`config.mk`:
```
export PLATFORM = sky130hd
export DESIGN_NAME = sdram_arbiter
export DESIGN_NICKNAME = d
export VERILOG_FILES = /design/src/rtl/sdram_arb_pkg.sv /design/src/rtl/sdram_arb_tag_fifo.sv /design/src/rtl/sdram_arbiter.sv
export SDC_FILE = /design/constraint.sdc
export NUM_CORES = 1
export LEC_CHECK = 0
export CORE_ASPECT_RATIO = 0.6
export CORE_MARGIN = 2
export CORE_UTILIZATION = 31
export DETAILED_ROUTE_END_ITERATION = 10
export GPL_TIMING_DRIVEN = 1
export PLACE_DENSITY = 0.76
export SYNTH_ARGS = -nofsm -noshare
export SYNTH_HDL_FRONTEND = slang
export SYNTH_SLANG_ARGS = --single-unit
```
`constraint.sdc`:
```
create_clock -name i_sys_clk -period 3.2 [get_ports i_sys_clk]
set_clock_uncertainty 0.2 [all_clocks]
set_input_delay 0.64 -clock i_sys_clk [delete_from_list [all_inputs] [get_ports i_sys_clk]]
set_output_delay 0.64 -clock i_sys_clk [all_outputs]
set_load 0.02 [all_outputs]
```
`src/rtl/sdram_arb_pkg.sv`:
```
// Shared types and helpers for the SDRAM command arbiter and its read-tag FIFO.
package sdram_arb_pkg;

    typedef enum logic [1:0] {
        IDLE  = 2'd0,
        ISSUE = 2'd1,
        HOLD  = 2'd2
    } arb_state_e;

    // Latch fields are sized for the widest supported controller; the arbiter uses the low bits.
    localparam int unsigned CmdAddrMax = 32;
    localparam int unsigned CmdDataMax = 32;

    typedef struct packed {
        logic                  we;
        logic [CmdAddrMax-1:0] addr;
        logic [CmdDataMax-1:0] wdata;
    } sdram_cmd_t;

    function automatic int unsigned port_idx_width(input int unsigned n);
        return (n < 2) ? 1 : $clog2(n);
    endfunction

endpackage

```
`src/rtl/sdram_arb_tag_fifo.sv`:
```
// Synchronous FIFO of requesting-port indices for outstanding reads (Depth >= 2, power of 2).
module sdram_arb_tag_fifo
    import sdram_arb_pkg::*;
#(
    parameter int unsigned Width = 2,
    parameter int unsigned Depth = 4
) (
    input  logic             i_clk,
    input  logic             i_rst,
    input  logic             i_push,
    input  logic [Width-1:0] i_data,
    input  logic             i_pop,
    output logic [Width-1:0] o_data,
    output logic             o_full,
    output logic             o_empty
);

    localparam int unsigned PtrWidth = $clog2(Depth);

    logic [Width-1:0]  r_mem [Depth];
    logic [PtrWidth:0] r_wptr;
    logic [PtrWidth:0] r_rptr;
    logic              w_do_push;
    logic              w_do_pop;

    assign o_empty   = (r_wptr == r_rptr);
    assign o_full    = (r_wptr[PtrWidth] != r_rptr[PtrWidth]) &&
                       (r_wptr[PtrWidth-1:0] == r_rptr[PtrWidth-1:0]);
    assign w_do_pop  = i_pop & ~o_empty;
    // A pop in the same cycle frees a slot, so a push into a full FIFO is still accepted.
    assign w_do_push = i_push & (~o_full | w_do_pop);
    assign o_data    = r_mem[r_rptr[PtrWidth-1:0]];

    always_ff @(posedge i_clk) begin
        if (i_rst) begin
            r_wptr <= '0;
            r_rptr <= '0;
        end else begin
            if (w_do_push) r_wptr <= r_wptr + 1'b1;
            if (w_do_pop)  r_rptr <= r_rptr + 1'b1;
        end
    end

    always_ff @(posedge i_clk) begin
        if (w_do_push) r_mem[r_wptr[PtrWidth-1:0]] <= i_data;
    end

endmodule

```
`src/rtl/sdram_arbiter.sv`:
```
// Round-robin arbiter sharing the sdram_ctrl command port between NumPorts clients.
// Define SDRAM_ARB_FIXED_PRIO_EN for fixed priority (lowest eligible index wins).
module sdram_arbiter
    import sdram_arb_pkg::*;
#(
    parameter int unsigned NumPorts  = 4,
    parameter int unsigned AddrWidth = 22,
    parameter int unsigned DataWidth = 16,
    parameter int unsigned MaxRdOut  = 4
) (
    input  logic                          i_sys_clk,
    input  logic                          i_rst,
    input  logic [NumPorts-1:0]           i_req_valid,
    input  logic [NumPorts-1:0]           i_req_we,
    input  logic [NumPorts*AddrWidth-1:0] i_req_addr,
    input  logic [NumPorts*DataWidth-1:0] i_req_wdata,
    output logic [NumPorts-1:0]           o_req_ready,
    output logic [NumPorts-1:0]           o_rd_valid,
    output logic [DataWidth-1:0]          o_rd_data,
    output logic                          o_err_orphan,
    output logic                          o_wr_req,
    output logic                          o_rd_req,
    output logic [AddrWidth-1:0]          o_wr_addr,
    output logic [AddrWidth-1:0]          o_rd_addr,
    output logic [DataWidth-1:0]          o_wr_data,
    input  logic                          i_ctrl_ready,
    input  logic                          i_ctrl_rd_valid,
    input  logic [DataWidth-1:0]          i_ctrl_rd_data
);

    localparam int unsigned PortIdxWidth = port_idx_width(NumPorts);

    arb_state_e              r_state;
    arb_state_e              w_state_nxt;
    sdram_cmd_t              r_cmd;
    logic                    r_pulse;
    logic                    r_hold_first;
    logic [PortIdxWidth-1:0] r_port;
    logic [PortIdxWidth-1:0] w_win;
    logic                    w_any;
    logic                    w_take;
    logic [NumPorts-1:0]     w_elig;
    logic [NumPorts-1:0]     w_grant;
    logic [NumPorts-1:0]     r_rd_valid;
    logic [DataWidth-1:0]    r_rd_data;
    logic                    r_err;
    logic                    w_push;
    logic                    w_pop;
    logic                    w_fifo_full;
    logic                    w_fifo_empty;
    logic [PortIdxWidth-1:0] w_fifo_head;
    logic                    w_unused_cmd_bits;

    assign w_elig = i_req_valid & (i_req_we | {NumPorts{~w_fifo_full}});

`ifdef SDRAM_ARB_FIXED_PRIO_EN
    always_comb begin
        w_win = '0;
        w_any = 1'b0;
        for (int unsigned i = 0; i < NumPorts; i++) begin
            if (!w_any && w_elig[i]) begin
                w_win = PortIdxWidth'(i);
                w_any = 1'b1;
            end
        end
    end
`else
    logic [PortIdxWidth-1:0] r_rr_ptr;

    always_comb begin
        int unsigned idx;
        idx   = 0;
        w_win = '0;
        w_any = 1'b0;
        for (int unsigned i = 0; i < NumPorts; i++) begin
            idx = (32'(r_rr_ptr) + i) % NumPorts;
            if (!w_any && w_elig[idx]) begin
                w_win = PortIdxWidth'(idx);
                w_any = 1'b1;
            end
        end
    end

    always_ff @(posedge i_sys_clk) begin
        if (i_rst) begin
            r_rr_ptr <= '0;
        end else if (w_take) begin
            r_rr_ptr <= (w_win == PortIdxWidth'(NumPorts - 1)) ? '0 : w_win + PortIdxWidth'(1);
        end
    end
`endif

    always_ff @(posedge i_sys_clk) begin
        if (i_rst) r_state <= IDLE;
        else       r_state <= w_state_nxt;
    end

    // Grants are suppressed while reset is held so no command transfers into a clearing latch.
    always_comb begin
        w_state_nxt = r_state;
        w_grant     = '0;
        w_take      = 1'b0;
        unique case (r_state)
            IDLE: begin
                if (!i_rst && i_ctrl_ready && w_any) begin
                    w_take      = 1'b1;
                    w_grant     = NumPorts'(1) << w_win;
                    w_state_nxt = ISSUE;
                end
            end
            ISSUE: w_state_nxt = HOLD;
            HOLD: begin
                if (!r_hold_first && i_ctrl_ready) w_state_nxt = IDLE;
            end
            default: w_state_nxt = IDLE;
        endcase
    end

    always_ff @(posedge i_sys_clk) begin
        if (i_rst) begin
            r_cmd        <= '0;
            r_port       <= '0;
            r_pulse      <= 1'b0;
            r_hold_first <= 1'b0;
        end else begin
            r_pulse      <= w_take;
            r_hold_first <= (r_state == ISSUE);
            if (w_take) begin
                r_cmd.we    <= i_req_we[w_win];
                r_cmd.addr  <= CmdAddrMax'(i_req_addr[w_win*AddrWidth +: AddrWidth]);
                r_cmd.wdata <= CmdDataMax'(i_req_wdata[w_win*DataWidth +: DataWidth]);
                r_port      <= w_win;
            end
        end
    end

    assign w_push = r_pulse & ~r_cmd.we;
    assign w_pop  = i_ctrl_rd_valid & ~w_fifo_empty;

    sdram_arb_tag_fifo #(
        .Width(PortIdxWidth),
        .Depth(MaxRdOut)
    ) u_tag_fifo (
        .i_clk  (i_sys_clk),
        .i_rst  (i_rst),
        .i_push (w_push),
        .i_data (r_port),
        .i_pop  (w_pop),
        .o_data (w_fifo_head),
        .o_full (w_fifo_full),
        .o_empty(w_fifo_empty)
    );

    always_ff @(posedge i_sys_clk) begin
        if (i_rst) begin
            r_rd_valid <= '0;
            r_rd_data  <= '0;
            r_err      <= 1'b0;
        end else begin
            r_rd_valid <= '0;
            if (w_pop) begin
                r_rd_valid <= NumPorts'(1) << w_fifo_head;
                r_rd_data  <= i_ctrl_rd_data;
            end
            if (i_ctrl_rd_valid && w_fifo_empty) r_err <= 1'b1;
        end
    end

    assign w_unused_cmd_bits = ^{r_cmd.addr, r_cmd.wdata};

    assign o_req_ready  = w_grant;
    assign o_wr_req     = r_pulse & r_cmd.we;
    assign o_rd_req     = r_pulse & ~r_cmd.we;
    assign o_wr_addr    = r_cmd.addr[AddrWidth-1:0];
    assign o_rd_addr    = r_cmd.addr[AddrWidth-1:0];
    assign o_wr_data    = r_cmd.wdata[DataWidth-1:0];
    assign o_rd_valid   = r_rd_valid;
    assign o_rd_data    = r_rd_data;
    assign o_err_orphan = r_err;

endmodule
```
Yosys cells after proc, flatten, opt, wreduce, memory -nomap -nowiden
Memory sizes are Yosys's and may differ from the RTL's. A register that Yosys moved wholly into a read port is not among the register bits.
Index checks and enable logic that the tools add are counted.
- input port bits: 180
- logic and storage cells: 96
- output and inout port bits: 87
- memories: 1
- memory bits (writable): 8
- register bits after elaboration: 74
- memories (name ; depth ; bits a word ; read ports ; clocked after Yosys merged registers in ; wr ports ; RTL line ; source):
    u_tag_fifo.r_mem ; 4 ; 2 ; 1 ; 1 ; 1 ; sdram_arb_tag_fifo.sv:20 ; logic [Width-1:0] r_mem [Depth];
- $add $sub $neg: 6
- equal/unequal tests: 8
- $lt $le $gt $ge: 5
- bitwise logic cells: 12
- multiplexer cells: 30
- multiply operators: 1
- reductions and logical operators: 16
- shift-type cells: 4
- operator list (operator ; count):
    $shiftx A88 B8 Y22 ; 1
    $shiftx A64 B7 Y16 ; 1
    $mux W2 ; 9
    $lt A2 B3 Y1 const B ; 5
    $mux W1 ; 13
    $bmux W1 S2 ; 5
    $logic_and A1 B1 Y1 ; 8
    $mux W4 ; 2
    $shl A1 B2 Y4 const A ; 2
    $add A3 B1 Y3 const B ; 2
    $mul A2 B4 Y6 const B ; 1
    $pmux W2 S3 ; 1
    $and A1 B1 Y1 ; 5
    $logic_not A1 Y1 ; 5
    $add A2 B1 Y2 const B ; 2
    $add A2 B2 Y2 const B ; 2
    $and A4 B4 Y4 ; 1
    $eq A2 B2 Y1 const B ; 2
    $ne A2 B2 Y1 const B ; 2
    $not A1 Y1 ; 4
    $or A4 B4 Y4 ; 1
    $eq A3 B3 Y1 ; 1
    $eq A2 B1 Y1 const B ; 1
    $eq A2 B2 Y1 ; 1
    5 further kinds ; 5

Logic depth before layout (Yosys ltp)
Gate-level depths: netlist of the first run.
- depth after elaboration: 20
- mapped depth: 10
- depth with buffers taken out: 7

Modules after synthesis
A second synthesis of the first run with hierarchy kept.
- cell total of the unflattened synthesis: 576
- area, all modules: 4934.7 um^2
- modules (own cells, without submodules) (module ; instances ; area an instance (um^2) ; sequential area each (um^2) ; cells an instance):
    sdram_arbiter ; 1 ; 4100.2 ; 1361.3 ; 511
    sdram_arb_tag_fifo ; 1 ; 834.6 ; 400.4 ; 65

Worst setup path after synthesis of the first run
OpenSTA, ideal clock, no wires.
- path type: flip-flop to output port
- start: reg u_tag_fifo.r_wptr[1]
- end: out o_req_ready[3]
- arrival: 2.179 ns
- data required time: 2.360 ns
- stages on the path, launching flop included: 9
- slack: 0.181 ns
- buffers on the path: 2
- path through: dfxtp_1 > xor2_4 > o41ai_4 > a211oi_1 > a221oi_2 > buf_6 > buf_8 > ha_1 > and3_1
- word-level cells in the longest chain between the ends: 20
- elaborated cells on any way between the ends: 31
- those cells by class: 1 x eq/ne; 1 x shift; 18 x mux; 3 x bitwise; 8 x reduce/logical
- RTL lines (item ; RTL line ; source):
    start, declared ; sdram_arb_tag_fifo.sv:21 ; logic [PtrWidth:0] r_wptr;
    start signal, assigned ; sdram_arb_tag_fifo.sv:39 ; if (w_do_push) r_wptr <= r_wptr + 1'b1;
    $eq A2 B2 Y1 * ; sdram_arb_tag_fifo.sv:28 ; (r_wptr[PtrWidth-1:0] == r_rptr[PtrWidth-1:0]);
    $logic_and A1 B1 Y1 * ; sdram_arb_tag_fifo.sv:27 ; assign o_full = (r_wptr[PtrWidth] != r_rptr[PtrWidth]) &&
    $not A1 Y1 * ; sdram_arbiter.sv:54 ; assign w_elig = i_req_valid & (i_req_we | {NumPorts{~w_fifo_full}});
    $or A4 B4 Y4 * ; sdram_arbiter.sv:54 ;
    $and A4 B4 Y4 * ; sdram_arbiter.sv:54 ;
    $bmux W1 S2 ; sdram_arbiter.sv:77 ; if (!w_any && w_elig[idx]) begin
    $mux W1 (implied by the code) ; sdram_arbiter.sv:77 ;
    $mux W1 ; sdram_arbiter.sv:77 ;
    (+4 left out) ; - ;
    $logic_and A1 B1 Y1 ; sdram_arbiter.sv:77 ;
    $mux W1 ; sdram_arbiter.sv:77 ;
    $logic_not A1 Y1 ; sdram_arbiter.sv:77 ;
    $logic_and A1 B1 Y1 ; sdram_arbiter.sv:77 ;
    $mux W2 / $mux W1 (equally long branches) ; sdram_arbiter.sv:77 ;
    $shl A1 B2 Y4 / $logic_and A1 B1 Y1 (equally long branches) ; sdram_arbiter.sv:107, sdram_arbiter.sv:105 ;
    $mux W4 * ; sdram_arbiter.sv:105 ; if (!i_rst && i_ctrl_ready && w_any) begin
    $mux W4 * ; sdram_arbiter.sv:103 ; unique case (r_state)
    end, declared ; sdram_arbiter.sv:17 ; output logic [NumPorts-1:0] o_req_ready,
Mark *: on every way between the ends. The rest lies on a longest branch, timed or not. The select of a mux whose other input is x is not followed.

Worst setup path in the final report of the first run
- start: reg u_tag_fifo.r_wptr[2]
- end: out o_req_ready[3]
- word-level cells in the longest chain between the ends: 20
- elaborated cells on any way between the ends: 31
- those cells by class: 1 x eq/ne; 1 x shift; 18 x mux; 3 x bitwise; 8 x reduce/logical
- RTL lines (item ; RTL line):
    $ne A1 B1 Y1 * ; sdram_arb_tag_fifo.sv:27
    $logic_and A1 B1 Y1 * ; sdram_arb_tag_fifo.sv:27
    $not A1 Y1 * ; sdram_arbiter.sv:54
    $or A4 B4 Y4 * ; sdram_arbiter.sv:54
    $and A4 B4 Y4 * ; sdram_arbiter.sv:54
    $bmux W1 S2 ; sdram_arbiter.sv:77
    $mux W1 (implied by the code) ; sdram_arbiter.sv:77
    $mux W1 ; sdram_arbiter.sv:77
    (+4 left out) ; -
    $logic_and A1 B1 Y1 ; sdram_arbiter.sv:77
    $mux W1 ; sdram_arbiter.sv:77
    $logic_not A1 Y1 ; sdram_arbiter.sv:77
    $logic_and A1 B1 Y1 ; sdram_arbiter.sv:77
    $mux W2 / $mux W1 (equally long branches) ; sdram_arbiter.sv:77
    $shl A1 B2 Y4 / $logic_and A1 B1 Y1 (equally long branches) ; sdram_arbiter.sv:107, sdram_arbiter.sv:105
    $mux W4 * ; sdram_arbiter.sv:105
    $mux W4 * ; sdram_arbiter.sv:103
Marks and branches as above.

==> results of run 1 <==
-- per-stage QoR --
step | utilization | setup TNS (ns) | worst slack (ns) | hold slack [ns]
final | 0.514 | -0.107 | -0.0628 | 0.255
after global placement | 0.477 | -15.36 | -0.664 | 0.243
after global routing | 0.514 | -0.469 | -0.163 | 0.286
after floorplan | - | 0 | 0.181 | 0.237
after detailed placement | 0.477 | -18.89 | -0.714 | 0.246
after CTS | 0.509 | -0.275 | -0.120 | 0.258
-- per-layer routing --
layer / wire length (um) / part of all wire / track usage / vias to the layer above
li1: - / - / - / 2080
met1: 6080 / 0.41 / 0.190 / 2010
met2: 7680 / 0.52 / 0.333 / 150
met3: 1030 / 0.069 / 0.0484 / 9
met4: 83 / 0.0056 / 0.0314 / 0
met5: 0 / 0 / 0 / -
-- cells in the final DEF (no fill, tap or decap), types with 2 or more instances in the layout --
cell type / instances
o41ai_4: 5
nand2_1: 76
dfxtp_1: 70
edfxtp_1: 8
o221ai_2: 41
dlymetal6s2s_1: 2
dfxtp_2: 5
xnor2_1: 3
clkbuf_1: 2
clkdlybuf4s50_1: 258
bufinv_16: 2
and2_1: 6
buf_12: 2
mux2i_1: 80
mux4_2: 2
inv_1: 4
and2_4: 2
clkbuf_16: 9
buf_4: 35
ha_1: 5
and3_4: 2
nand2b_1: 3
xor2_4: 2
o41a_1: 3
ha_4: 2
nor2_1: 15
buf_6: 8
a21oi_1: 21
nor2_4: 2
dlygate4sd2_1: 2
-- where the power goes --
group | internal, uW | switching (uW) | total, uW
registers | 1160 | 73.4 | 1230
clock network | 681 | 415 | 1100
logic | 630 | 545 | 1170
total | 2470 | 1030 | 3500
-- timing repair --
action,in CTS,in global routing
setup endpoints to repair,33,32
hold buffers,0,0
pin swaps,13,12
resized for setup,47,15
buffers inserted,9,4
-- layout make-up --
type / instances / share of cell area
Timing Repair Buffer: 308 / 0.380
Multi-Input combinational cell: 289 / 0.325
Clock buffer: 11 / 0.0291
Tap cell: 203 / 0.0318
Inverter: 5 / 0.00298
Clock inverter: 5 / 0.00956
Sequential cell: 84 / 0.222
-- sequential cells by signal, indices dropped and copies added, names as in the netlist, 2 cells and up, named ones only --
name and flops:
o_rd_addr 22, o_rd_data 16, o_wr_data 16, u_tag_fifo.r_mem 8
o_rd_valid 4, u_tag_fifo.r_rptr 3, u_tag_fifo.r_wptr 3, r_port 2
r_rr_ptr 2, r_state 2
-- kinds of logic (layout without fill, tap and decap cells) --
logic type | after synthesis | count (layout)
compound gates | 79 | 79
xor+xnor | 7 | 7
simple gates | 114 | 114
flops | 84 | 84
fa+ha+maj | 7 | 7
mux | 82 | 82
buf+inv | 95 | 329
-- critical path: stages (launching register included) --
cell and delay [ns]:
dfxtp_2 0.34, xnor2_2 0.15, buf_6 0.15, buf_6 0.12, buf_4 0.13, o41ai_4 0.23, a211oi_2 0.14, a221oi_4 0.23
buf_4 0.18, ha_4 0.14, and3_4 0.17, buf_6 0.11
-- how the worst min path moves through the flow --
stage / start / slack [ns] / end / cells after the start
final: o_rd_data[3] / 0.26 / o_rd_data[3] / 2
after global routing: o_rd_data[4] / 0.29 / o_rd_data[4] / 2
after CTS: o_rd_data[3] / 0.26 / o_rd_data[3] / 2
after detailed placement: o_wr_data[15] / 0.25 / o_wr_data[15] / 2
after global placement: o_rd_data[2] / 0.24 / o_rd_data[2] / 2
after floorplan: o_wr_data[0] / 0.24 / o_wr_data[0] / 2
==> flow_metrics.tcl, run 1 <==
set metrics [dict create \
    status "finished with violations" \
    violations "setup timing" \
    synth_area_leaders "dfxtp_1, mux2i_1, o221ai_2" \
    required_ns 2.36 \
    rr_endpoint "o_wr_data[0]" \
    port_buffers 266 \
    fp.dieArea_um2 17200 \
    ys_ff_latch 84 \
    cts_buffers 9 \
    seqCellArea_um2 1770 \
    synth_edf_count 8 \
    yosys.area_share.adder 0.0175 \
    antenna_found_initial 0 \
    core-area_um2 15500 \
    fillers 1344 \
    multiInputGateArea_um2 2590 \
    synth_ff_type "dfxtp_1" \
    p_leak_uw 0.00288 \
    powerDensity_nw_per_um2 439 \
    viasPerCell 4.70 \
    place_congestion 0.861 \
    yosysSeqAreaShare 0.352 \
    start_util 0.322 \
    place_hpwl_um 11200 \
    netlist_area_um2 5000 \
    rows 35 \
    cts.reportedPaths.clkPinSlew_ns 0.07 \
    drive_gt1_frac 0.191 \
    cp.arrival_ns 2.42 \
    die-width_um 168 \
    synth_top_family_by_area "compound AO/OA/AOI/OAI gates" \
    rsz0062_at_grt "yes" \
    stdcell_area_um2 7990 \
    fmax_mhz 306 \
    syn_area_per_cell_um2 10.7 \
    synth_compound_area_frac 0.187 \
    worstHoldPathType "reg -> reg" \
    critPathKind "reg -> out" \
    place_inst 876 \
    synth_common_cells "mux2i_1, dfxtp_1, nand2_1" \
    r2r_setup_slack_ns 0.15 \
    rr_worst_depth 12 \
    grt_use_total 0.171 \
    grt_max_degree 59 \
    yosysMostFrequentCell "mux2i_1" \
    synth_top_area_cell "dfxtp_1" \
    setup_violations 2 \
    async_flop_share 0 \
    syn_nets 655 \
    fin_crit_ns 3.26 \
    final_cells 905 \
    max-slew-margin-rel 0.515 \
    drc 0 \
    fin_ws_ns -0.0628 \
    drtAntennaViolNets 0 \
    startpoint "u_tag_fifo.r_wptr[2]" \
    worstSetupStartpointType "flop" \
    synth_xor_area_frac 0.0198 \
    htreeDepth 3 \
    ys_warn_count 0 \
    tightest_slew_ns 0.727 \
    routed_wl_um 14900 \
    grt_pass1_vias 4563 \
    n_antenna_cell 0 \
    fin_crit_sh 1.02 \
    yosys.area_share.simple 0.0993 \
    max-vdd-ir-drop_mv 0.208 \
    place_area_um2 7410 \
    endpoint_kind "primary output" \
    detailroute.via_count 4249 \
    area_growth_pct 59.7 \
    clockBufferDepth 2 \
    synth_top_area_frac 0.304 \
    grt_overflow_total 0 \
    cp_max_fo 4 \
    cts_root_buf "clkbuf_16" \
    max_cap_violations 0 \
    grt_pass1_wl_um 23400 \
    final_nets 884 \
    clock_latency_ns 0.33 \
    cts_tree "built" \
    die_h_um 102 \
    crit_path_end "o_req_ready[3]" \
    drv_slew 0 \
    hold_viol_final 0 \
    cts_sinks 84 \
    wl_per_cell_um 16.4 \
    synthMuxAreaShare 0.169 \
    synth_cell_types 41 \
    drtIter0Drc 134 \
    dr.pass1.iters 4 \
    synthCells 468 \
    regToRegStartpoint "u_tag_fifo.r_wptr[2]" \
    num_io_pins 267 \
    power_uw 3500 \
]
(Power assumes the default switching activity.)
==> run 2, diff against run 1 <==
- HOLD_SLACK_MARGIN: unset -> 0.02
==> results of run 2 <==
Final layout, timing and power as in run 1 (identical DEF).
==> run 3, diff against run 2 <==
- SLEW_MARGIN: unset -> 25
- clock period: 3.2 -> 3.8 ns (I/O delays scaled with it)
==> flow_metrics.tcl, run 3 (same netlist as run 1, synthesis figures left out) <==
set metrics [dict create \
    status "finished, final reports clean" \
    rsz0062_at_grt "no" \
    routed_wl_um 14600 \
    power_uw 2890 \
    grt_overflow_total 0 \
    antenna_found_initial 0 \
    drtIter0Drc 124 \
    max-slew-margin-rel 0.357 \
    drv_slew 0 \
    htreeDepth 3 \
    die_h_um 102 \
    tightest_slew_ns 0.965 \
    place_congestion 0.869 \
    clock_latency_ns 0.34 \
    grt_use_total 0.169 \
    final_common_cell "clkdlybuf4s50_1" \
    cts_tree "built" \
    multiInputGateArea_um2 2510 \
    cts.reportedPaths.clkPinSlew_ns 0.06 \
    cp_num_buf_inv 5 \
    rows 35 \
    worst_path_largest_cell_delay_ns 0.46 \
    fmax_mhz 273 \
    drive_gt1_frac 0.140 \
    fin_crit_sh 0.965 \
    detailroute.via_count 4193 \
    setup_violations 0 \
    start_util 0.322 \
    crit_top_cell "buf_4" \
    fp.dieArea_um2 17200 \
    largest_reg_flops 22 \
    fin_crit_ns 3.67 \
    grt_pass1_wl_um 22800 \
    place_hpwl_um 11600 \
    wl_per_cell_um 16.6 \
    seqCellArea_um2 1760 \
    critPathKind "in -> out" \
    grt_pass1_vias 4430 \
    final_nets 861 \
    cp_max_fo 3 \
    worstPathCellList "clkdlybuf4s50_1 -> o41ai_4 -> o221ai_1 -> a22oi_2 -> buf_4 -> buf_4 -> inv_1 -> ha_1 -> and3_1 -> buf_4" \
    endpoint_kind "primary output" \
    cts_setup_buffers 0 \
    drc 0 \
    dr.pass1.iters 4 \
    port_buffers 266 \
    clockBufferDepth 2 \
    core-area_um2 15500 \
    cpMaxStageDelayCell "clkdlybuf4s50_1" \
    worstHoldPathType "reg -> reg" \
    required_ns 2.84 \
    area_growth_pct 53.5 \
    drtAntennaViolNets 0 \
    cp.arrival_ns 2.71 \
    max_cap_violations 0 \
    ctsHoldBuffers 0 \
    worstSetupStartpointType "primary input" \
    n_antenna_cell 0 \
    cts_buffers 9 \
    die-width_um 168 \
    num_io_pins 267 \
    viasPerCell 4.75 \
    grt_max_degree 59 \
    hold_viol_final 0 \
    max-vdd-ir-drop_mv 0.200 \
    p_leak_uw 0.00276 \
    post-route-util 0.494 \
    crit_family "buffers and inverters" \
    layout_common_cells "clkdlybuf4s50_1, mux2i_1, nand2_1" \
    cts_sinks 84 \
    cts_root_buf "clkbuf_16" \
    fillers 1374 \
    powerDensity_nw_per_um2 376 \
]
[run 3: cell types whose count changed in the layout (fill, tap and decap cells not counted), moves of 3 or more]
cell and delta:
buf_4 -16, buf_6 -8, dfxtp_1 +4, dfxtp_2 -3
[run 3: path summary, 6_finish.rpt]
kind	from	endpoint	slack (ns)	cells past startpoint
min	o_rd_data[2]	o_rd_data[2]	0.26	2
min reg2reg	o_rd_data[2]	o_rd_data[2]	0.26	2
max reg2reg	u_tag_fifo.r_rptr[0]	o_wr_data[3]	0.53	8
max	i_req_we[2]	o_req_ready[2]	0.13	10
[run 3: tightest hold or removal path, cell delays in order (launching register included)]
cell     delay (ns)
dfxtp_1        0.31
nand2_1        0.05
a21oi_1        0.05
[run 3: where the power goes]
part           switching (uW)  total, uW  internal [uW]  leakage (uW)
registers                65.1       1040            978      0.000696
clock network             365        912            547      0.000156
logic                     436        932            496       0.00191
total                     866       2890           2020       0.00276
[run 3: area by class of cell]
class / count / area share
tap: 203 / 0.0331
timing repair buffer: 285 / 0.367
inverter: 5 / 0.00245
multi-input combinational: 289 / 0.327
clock buffer: 11 / 0.0329
sequential: 84 / 0.230
clock inverter: 5 / 0.00766
[run 3: metal layers]
layer  GRT usage  vias up  wire, um
li1            -     2025         -
met5           0        -         0
met2       0.318      167      7330
met3      0.0569       15      1140
met1       0.185     1986      5990
met4      0.0482        0       195
[run 3: what timing repair did]
item / 4_1_cts / 5_1_grt
cloned: 0 / 0
pin swaps: 2 / 1
endpoints found under the setup margin: 4 / 4
resized for setup: 6 / 7
endpoints found under the hold margin: 0 / 0
[run 3: stage by stage]
| stage | cell area, um^2 | instances | hold slack (ns) | TNS, ns | worst slack [ns] |
|---|---|---|---|---|---|
| 2_1_floorplan | 5000 | 468 | 0.237 | 0 | 0.554 |
| 3_3_place_gp | 7330 | 866 | 0.243 | -0.703 | -0.269 |
| 3_5_place_dp | 7330 | 866 | 0.251 | -2.12 | -0.329 |
| 4_1_cts | 7650 | 882 | 0.259 | 0 | 0.00316 |
| 5_1_grt | 7670 | 882 | 0.278 | 0 | 0.0388 |
| 6_report | 7670 | 882 | 0.256 | 0 | 0.133 |
